**src/rtl/udp_pkg.sv**
```systemverilog
// Shared types and constants for the UDP transmit arbiter.
package udp_pkg;

    localparam int UDP_HDR_FIELD_W = 16;

    typedef enum logic [1:0] {
        IDLE,
        HDR,
        PAYLOAD
    } udp_arb_state_t;

endpackage

```
**src/rtl/rr_picker.sv**
```systemverilog
// Combinational round-robin search: first set request at or above ptr_i, wrapping.
module rr_picker #(
    parameter int N  = 4,
    parameter int IW = $clog2(N)
) (
    input  logic [N-1:0]  req_i,
    input  logic [IW-1:0] ptr_i,
    output logic [IW-1:0] idx_o,
    output logic          found_o
);

    int c;

    // Scan from the farthest offset down so the nearest hit is the one kept.
    always_comb begin
        idx_o   = '0;
        found_o = 1'b0;
        c       = 0;
        for (int i = N - 1; i >= 0; i--) begin
            c = int'(ptr_i) + i;
            if (c >= N) c = c - N;
            if (req_i[IW'(c)]) begin
                idx_o   = IW'(c);
                found_o = 1'b1;
            end
        end
    end

endmodule

```
**src/rtl/udp_tx_arb.sv**
```systemverilog
// Round-robin arbiter sharing one udp_tx engine among NUM_PORTS header+payload sources.
// Define UDP_TX_ARB_STATS_EN to enable the per-port 16-bit packet counters.
module udp_tx_arb
    import udp_pkg::*;
#(
    parameter int NUM_PORTS      = 4,
    parameter int AXI_DATA_WIDTH = 8,
    localparam int GW            = $clog2(NUM_PORTS)
) (
    input  logic                                  i_clk,
    input  logic                                  i_reset,
    input  logic [NUM_PORTS-1:0]                  s_udp_hdr_tvalid,
    output logic [NUM_PORTS-1:0]                  s_udp_hdr_trdy,
    input  logic [NUM_PORTS*16-1:0]               s_udp_src_port,
    input  logic [NUM_PORTS*16-1:0]               s_udp_dst_port,
    input  logic [NUM_PORTS*16-1:0]               s_udp_hdr_checksum,
    input  logic [NUM_PORTS*AXI_DATA_WIDTH-1:0]   s_axis_tdata,
    input  logic [NUM_PORTS-1:0]                  s_axis_tvalid,
    input  logic [NUM_PORTS-1:0]                  s_axis_tlast,
    output logic [NUM_PORTS-1:0]                  s_axis_trdy,
    output logic                                  m_udp_hdr_tvalid,
    input  logic                                  m_udp_hdr_trdy,
    output logic [15:0]                           m_udp_src_port,
    output logic [15:0]                           m_udp_dst_port,
    output logic [15:0]                           m_udp_hdr_checksum,
    output logic [AXI_DATA_WIDTH-1:0]             m_axis_tdata,
    output logic                                  m_axis_tvalid,
    output logic                                  m_axis_tlast,
    input  logic                                  m_axis_trdy,
    output logic [GW-1:0]                         o_grant,
    output logic                                  o_busy,
    output logic [NUM_PORTS*16-1:0]               o_pkt_count
);

    localparam int FW = UDP_HDR_FIELD_W;

    udp_arb_state_t state_q, state_d;
    logic [GW-1:0]  grant_q, grant_d;
    logic [GW-1:0]  rr_ptr_q, rr_ptr_d;
    logic [GW-1:0]  pick_idx;
    logic           pick_found;
    logic [GW-1:0]  grant_nxt;
    logic           hdr_hs;
    logic           last_hs;

    rr_picker #(.N(NUM_PORTS), .IW(GW)) u_picker (
        .req_i   (s_udp_hdr_tvalid),
        .ptr_i   (rr_ptr_q),
        .idx_o   (pick_idx),
        .found_o (pick_found)
    );

    assign hdr_hs    = (state_q == HDR) && s_udp_hdr_tvalid[grant_q] && m_udp_hdr_trdy;
    assign last_hs   = (state_q == PAYLOAD) && s_axis_tvalid[grant_q] && m_axis_trdy
                       && s_axis_tlast[grant_q];
    assign grant_nxt = (grant_q == GW'(NUM_PORTS - 1)) ? '0 : grant_q + 1'b1;

    always_ff @(posedge i_clk) begin
        if (i_reset) begin
            state_q  <= IDLE;
            grant_q  <= '0;
            rr_ptr_q <= '0;
        end else begin
            state_q  <= state_d;
            grant_q  <= grant_d;
            rr_ptr_q <= rr_ptr_d;
        end
    end

    always_comb begin
        state_d          = state_q;
        grant_d          = grant_q;
        rr_ptr_d         = rr_ptr_q;
        m_udp_hdr_tvalid = 1'b0;
        m_axis_tvalid    = 1'b0;
        s_udp_hdr_trdy   = '0;
        s_axis_trdy      = '0;
        case (state_q)
            IDLE: begin
                if (pick_found) begin
                    grant_d = pick_idx;
                    state_d = HDR;
                end
            end
            HDR: begin
                m_udp_hdr_tvalid        = s_udp_hdr_tvalid[grant_q];
                s_udp_hdr_trdy[grant_q] = m_udp_hdr_trdy;
                if (hdr_hs) state_d = PAYLOAD;
            end
            PAYLOAD: begin
                m_axis_tvalid        = s_axis_tvalid[grant_q];
                s_axis_trdy[grant_q] = m_axis_trdy;
                if (last_hs) begin
                    rr_ptr_d = grant_nxt;
                    state_d  = IDLE;
                end
            end
            default: state_d = IDLE;
        endcase
    end

    // Data paths stay muxed by grant even when the matching valid is low.
    assign m_udp_src_port     = s_udp_src_port[int'(grant_q)*FW +: FW];
    assign m_udp_dst_port     = s_udp_dst_port[int'(grant_q)*FW +: FW];
    assign m_udp_hdr_checksum = s_udp_hdr_checksum[int'(grant_q)*FW +: FW];
    assign m_axis_tdata       = s_axis_tdata[int'(grant_q)*AXI_DATA_WIDTH +: AXI_DATA_WIDTH];
    assign m_axis_tlast       = s_axis_tlast[grant_q];
    assign o_grant            = grant_q;
    assign o_busy             = (state_q != IDLE);

`ifdef UDP_TX_ARB_STATS_EN
    logic [NUM_PORTS-1:0][FW-1:0] cnt_q;

    always_ff @(posedge i_clk) begin
        if (i_reset) begin
            cnt_q <= '0;
        end else if (last_hs) begin
            cnt_q[grant_q] <= cnt_q[grant_q] + 1'b1;
        end
    end

    assign o_pkt_count = cnt_q;
`else
    assign o_pkt_count = '0;
`endif

endmodule

```
**config.mk**
```make
export PLATFORM = sky130hd
export DESIGN_NAME = udp_tx_arb
export DESIGN_NICKNAME = d
export VERILOG_FILES = /design/src/rtl/udp_pkg.sv /design/src/rtl/rr_picker.sv /design/src/rtl/udp_tx_arb.sv
export SDC_FILE = /design/constraint.sdc
export NUM_CORES = 1
export LEC_CHECK = 0
export BUFFER_PORTS_ARGS = -buffer_cell sky130_fd_sc_hd__buf_2
export CAP_MARGIN = 20
export CORE_AREA = 5 5 144 146
export CTS_CLUSTER_SIZE = 25
export DETAILED_ROUTE_END_ITERATION = 12
export DIE_AREA = 0 0 149 151
export PLACE_DENSITY = 0.38
export SLEW_MARGIN = 5
export SYNTH_ARGS = -nofsm -noshare
export SYNTH_HDL_FRONTEND = slang
export SYNTH_SLANG_ARGS = --single-unit
```
**constraint.sdc**
```tcl
create_clock -name i_clk -period 3.4 [get_ports i_clk]
set_input_delay 0.68 -clock i_clk [delete_from_list [all_inputs] [get_ports i_clk]]
set_output_delay 0.68 -clock i_clk [all_outputs]
set_load 0.1 [all_outputs]
```
# Word-level counts from Yosys, hierarchy flattened
# Index checks and enable logic that the tools add are counted.
[totals]
register_bits = 6
latch_bits = 0
mem_bits_rw = 0
mem_bits_ro = 0
output_inout_bits = 134
mem_count = 0
[classes]
n_addsub = 8
mul = 0
div_mod_pow = 0
order_cmp = 10
eq_ne = 6
shifts = 4
n_mux = 41
bitwise_logic = 2
n_reduce_logical = 11
[ops]
columns = ["cell", "n"]
rows = [
  ["indexed part select 64 x 7 -> 16 bit", 3],
  ["indexed part select 32 x 6 -> 8 bit", 1],
  ["2-to-1 mux 2 bit", 12],
  ["2-to-1 mux 1 bit", 18],
  ["< comparator 2 x 4 -> 1 bit, second input constant", 4],
  ["binary-select mux 1 bit (select 2 bit)", 7],
  [">= comparator 3 bit, second input constant", 3],
  ["bitwise AND 4 bit", 2],
  ["2-to-1 mux 4 bit", 2],
  ["subtractor 2 x 1 -> 2 bit, second input constant", 4],
  ["adder 2 x 2 -> 3 bit, second input constant", 2],
  ["logical AND 1 bit", 6],
  ["inequality test 2 bit, second input constant", 3],
  ["one-hot mux 2 bit (3 select lines)", 1],
  ["equality test 2 bit, second input constant", 2],
  ["AND reduction 2 bit", 2],
  ["adder 2 x 1 -> 3 bit, second input constant", 1],
  [">= comparator 2 x 3 -> 1 bit, second input constant", 1],
  ["< comparator 2 x 3 -> 1 bit, second input constant", 1],
  ["AND reduction 3 bit", 1],
  ["adder 2 x 1 -> 2 bit, second input constant", 1],
  ["demux 1 bit (select 2 bit)", 1],
  ["equality test 2 x 1 -> 1 bit, second input constant", 1],
  [">= comparator 2 x 1 -> 1 bit, second input constant", 1],
  ["2 further kinds", 2],
]

# Longest topological paths before layout
[depth]
word_depth = 12
mapped_depth = 7
mapped_depth_nobuf = 4

# Modules after synthesis
# From an unflattened synthesis, not the netlist that was laid out.
[unflattened]
hier_cells = 194
area_unflattened_um2 = 2361.0
[modules_own_cells]
columns = ["module", "instances", "cells_per_inst", "area_per_inst_um2"]
rows = [
  ["udp_tx_arb", 1, 181, 2283.4],
  ["rr_picker", 1, 13, 77.6],
]

# Worst setup path before layout
# No wires, ideal clock.
[synth_path]
path_kind = "reg2out"
start = "register grant_q[0] (netlist: o_grant[0])"
end = "output port m_axis_tdata[5]"
arrival_ns = 2.591
required_time_ns = 2.720
path_slack_ns = 0.129
stages_incl_launch_ff = 5
path_cell_list = "dfxtp_1 buf_4 buf_4 buf_2 mux4_2"
[synth_between]
elab_chain_cells = 1
[synth_rtl]
columns = ["item", "line", "rtl"]
rows = [
  ["start, declared", "udp_tx_arb.sv:38", "logic [GW-1:0] grant_q, grant_d;"],
  ["start signal, assigned", "udp_tx_arb.sv:65", "grant_q <= grant_d;"],
  ["indexed part select 32 x 6 -> 8 bit", "udp_tx_arb.sv:106", "assign m_axis_tdata = s_axis_tdata[int'(grant_q)*AXI_DATA_WIDTH +: AXI_DATA_WIDTH];"],
  ["end, declared", "udp_tx_arb.sv:26", "output logic [AXI_DATA_WIDTH-1:0] m_axis_tdata,"],
]
# Every way passes these cells.

# Final worst setup path
[layout_path]
start = "register grant_q[0] (netlist: o_grant[0])"
end = "output port m_udp_src_port[11]"
[layout_between]
elab_chain_cells = 1
[layout_rtl]
columns = ["item", "line", "rtl"]
rows = [
  ["indexed part select 64 x 7 -> 16 bit", "udp_tx_arb.sv:103", "assign m_udp_src_port = s_udp_src_port[int'(grant_q)*FW +: FW];"],
  ["end, declared", "udp_tx_arb.sv:23", "output logic [15:0] m_udp_src_port,"],
]
# Every way passes these cells.

==> impl_metrics.tcl <==
set metrics [dict create \
    status "finished, final reports clean" \
    tightest_slew_ns 0.668 \
    cts_tree "built" \
    clockBufferDepth 2 \
    vias 2777 \
    synthArstFlopShare_pct 0 \
    fp.dieH_um 151 \
    slowest_delay_ns 0.76 \
    switching_share_pct 68.4 \
    synth_area_per_cell_um2 12.1 \
    place_ws_ns 0.718 \
    wirelength_um 12300 \
    grt_overflow 0 \
    wl_per_cell_um 16.2 \
    cp_cell_sequence "buf_4 > mux4_2 > buf_2" \
    clkPwrFrac_pct 12.1 \
    gp_congestion 0.883 \
    synth_cells 193 \
    path_max_fanout 36 \
    nets 740 \
    final_area_mm2 0.00403 \
    io_pins 374 \
    grt_usage_pct 9.40 \
    cp-start-kind "register" \
    setup_viol 0 \
    syn2layout_area_growth_pct 72.1 \
    fin_crit_sh_pct 84.3 \
    power.switching_mw 1.09 \
    fillerInstances 2157 \
    final_cell_mix "309 x buf_2, 64 x conb_1, 59 x mux4_2, 8 x and3_1" \
    leakage_nw 2.03 \
    tns_ns 0 \
    cellInternalPower_uw 504 \
    finClkSkew_ns 0.00118 \
    insertion_delay_ns 0.23 \
    yosys_warnings 0 \
    holdBufCountCts 0 \
    combinationalPowerShare_pct 82.0 \
    clk_pin_slew_ns 0.03 \
    grt_pass1_wl_um 16600 \
    netlist_area_mm2 0.00234 \
    critical_path_required_ns 2.72 \
    placed_cells 756 \
    grt_pass1_vias 3060 \
    std_cell_rows 51 \
    synth_edf_count 0 \
    antenna_left 0 \
    final_util_pct 20.9 \
    p_per_area_mw_per_mm2 395 \
    cts-root-buf "clkbuf_16" \
    hold_viol_final 0 \
    cts_resized 0 \
    rsz0062_at_grt "no" \
    ys_seq_area_share_pct 5.13 \
    irDropWorstVdd_mv 0.173 \
    cts_setup_buffers 0 \
    port_buffers 309 \
    endpoint_kind "primary output" \
    place_area_mm2 0.00395 \
    dr.pass1.iters 4 \
    place_hpwl_um 11500 \
    cts.sinks 6 \
    cp_data_arrival_time_ns 2.19 \
    drtIter0Drc 57 \
    core_area_mm2 0.0193 \
    yosys_register_bits 6 \
    seq_power_share_pct 5.9 \
    layout_commonest_cell "buf_2" \
    ys_types 29 \
    die_w_um 149 \
    post_drt_via_cell_ratio 3.65 \
    cts_made_buffers 3 \
    start_util_pct 12.1 \
    drive_above_1_share_pct 77.0 \
    slew_viol_final 0 \
    relSlewSlack_pct 55.5 \
    reg2regPathDepth 4 \
    period_minus_slack_ns 2.87 \
    crit_slowest_cell "dfxtp_4" \
    grt_start_max_net_pins 37 \
    drv_cap 0 \
    remaining_drc_errors 0 \
    min_path_type "reg2reg" \
    ctsHtreeMaxLevel 1 \
    synth-main-ff-cell "dfxtp_1" \
    crit_type "reg2out" \
    antenna_found_initial 1 \
    setup_ws_ns 0.534 \
    die-area_mm2 0.0225 \
    min_path_cells 2 \
    max_freq_ghz 0.349 \
    layout.cells.non_filler 761 \
]
==> per-stage QoR <==
step                power (mW)  hold slack (ns)
global placement          1.40            0.472
global route              1.65            0.507
CTS                       1.61            0.480
floorplan                 1.23            0.436
finish                    1.59            0.480
detailed placement        1.41            0.468
==> per-layer routing <==
metal,share of wire [%],GRT usage (%),vias up,routed length (um)
met5,0,0,-,0
met4,0.86,2.33,0,106
met3,12,2.81,6,1490
met2,54,18.6,242,6700
met1,33,9.60,1277,4010
li1,-,-,1252,-
==> worst paths after layout <==
path                                                  to                startpoint  slack, ns
worst max-delay path                  m_udp_src_port[11]   o_grant[0]$_SDFFE_PP0P_       0.53
worst min-delay path            rr_ptr_q[0]$_SDFFE_PP0P_  rr_ptr_q[0]$_SDFFE_PP0P_       0.48
worst max register to register  rr_ptr_q[1]$_SDFFE_PP0P_   o_grant[0]$_SDFFE_PP0P_       1.51
worst min register to register  rr_ptr_q[0]$_SDFFE_PP0P_  rr_ptr_q[0]$_SDFFE_PP0P_       0.48
==> worst max-delay path, delay by kind of cell, from the launching register on <==
family | cells | cell delay, ns
buffers and inverters | 2 | 0.63
multiplexers | 1 | 0.52
flip-flops | 1 | 0.76
==> cell usage after synthesis (3+ instances only) <==
library cell,instances,area share (%)
nor2_1,4,0.64
clkbuf_1,4,0.64
and2_1,3,0.80
a21oi_1,5,1.1
and3_1,8,2.1
inv_1,5,0.80
nand2_1,3,0.48
buf_2,5,1.1
dfxtp_1,6,5.1
mux4_2,59,57
ha_1,4,2.1
buf_4,67,21
==> power by group through the flow <==
stage                     Combinational (mW)  Clock (mW)  Sequential, mW
final                                   1.31       0.192          0.0940
after CTS                               1.31       0.197          0.0961
after global routing                    1.35       0.202          0.0979
after global placement                  1.31           0          0.0968
after detailed placement                1.31           0          0.0971
after floorplan                         1.14           0          0.0882
==> area by class of cell <==
cell class | instances | area (um^2) | share of cell area, %
Clock buffer | 4 | 78.8 | 1.96
Antenna cell | 1 | 2.50 | 0.0621
Multi-Input combinational cell | 167 | 1880 | 46.7
Tap cell | 265 | 332 | 8.23
Inverter | 5 | 18.8 | 0.466
Sequential cell | 6 | 128 | 3.17
Timing Repair Buffer | 313 | 1590 | 39.4
==> cell families (layout without fill, tap and decap cells) <==
kind of cell,after synthesis,in the layout,synth area share (%)
AO/OA/AOI/OAI,12,12,3.53
adder cells (fa/ha/maj),4,4,2.14
buffers and inverters,83,322,24.6
flip-flops,6,6,5.13
multiplexers,61,61,57.6
other,1,65,0.160
AND/OR/NAND/NOR,26,26,6.79
==> sequential cells by signal, indices dropped and copies added (netlist names) <==
register	flops
o_grant	2
state_q	2
rr_ptr_q	2
Note: power is estimated with default switching activity, not from simulation.
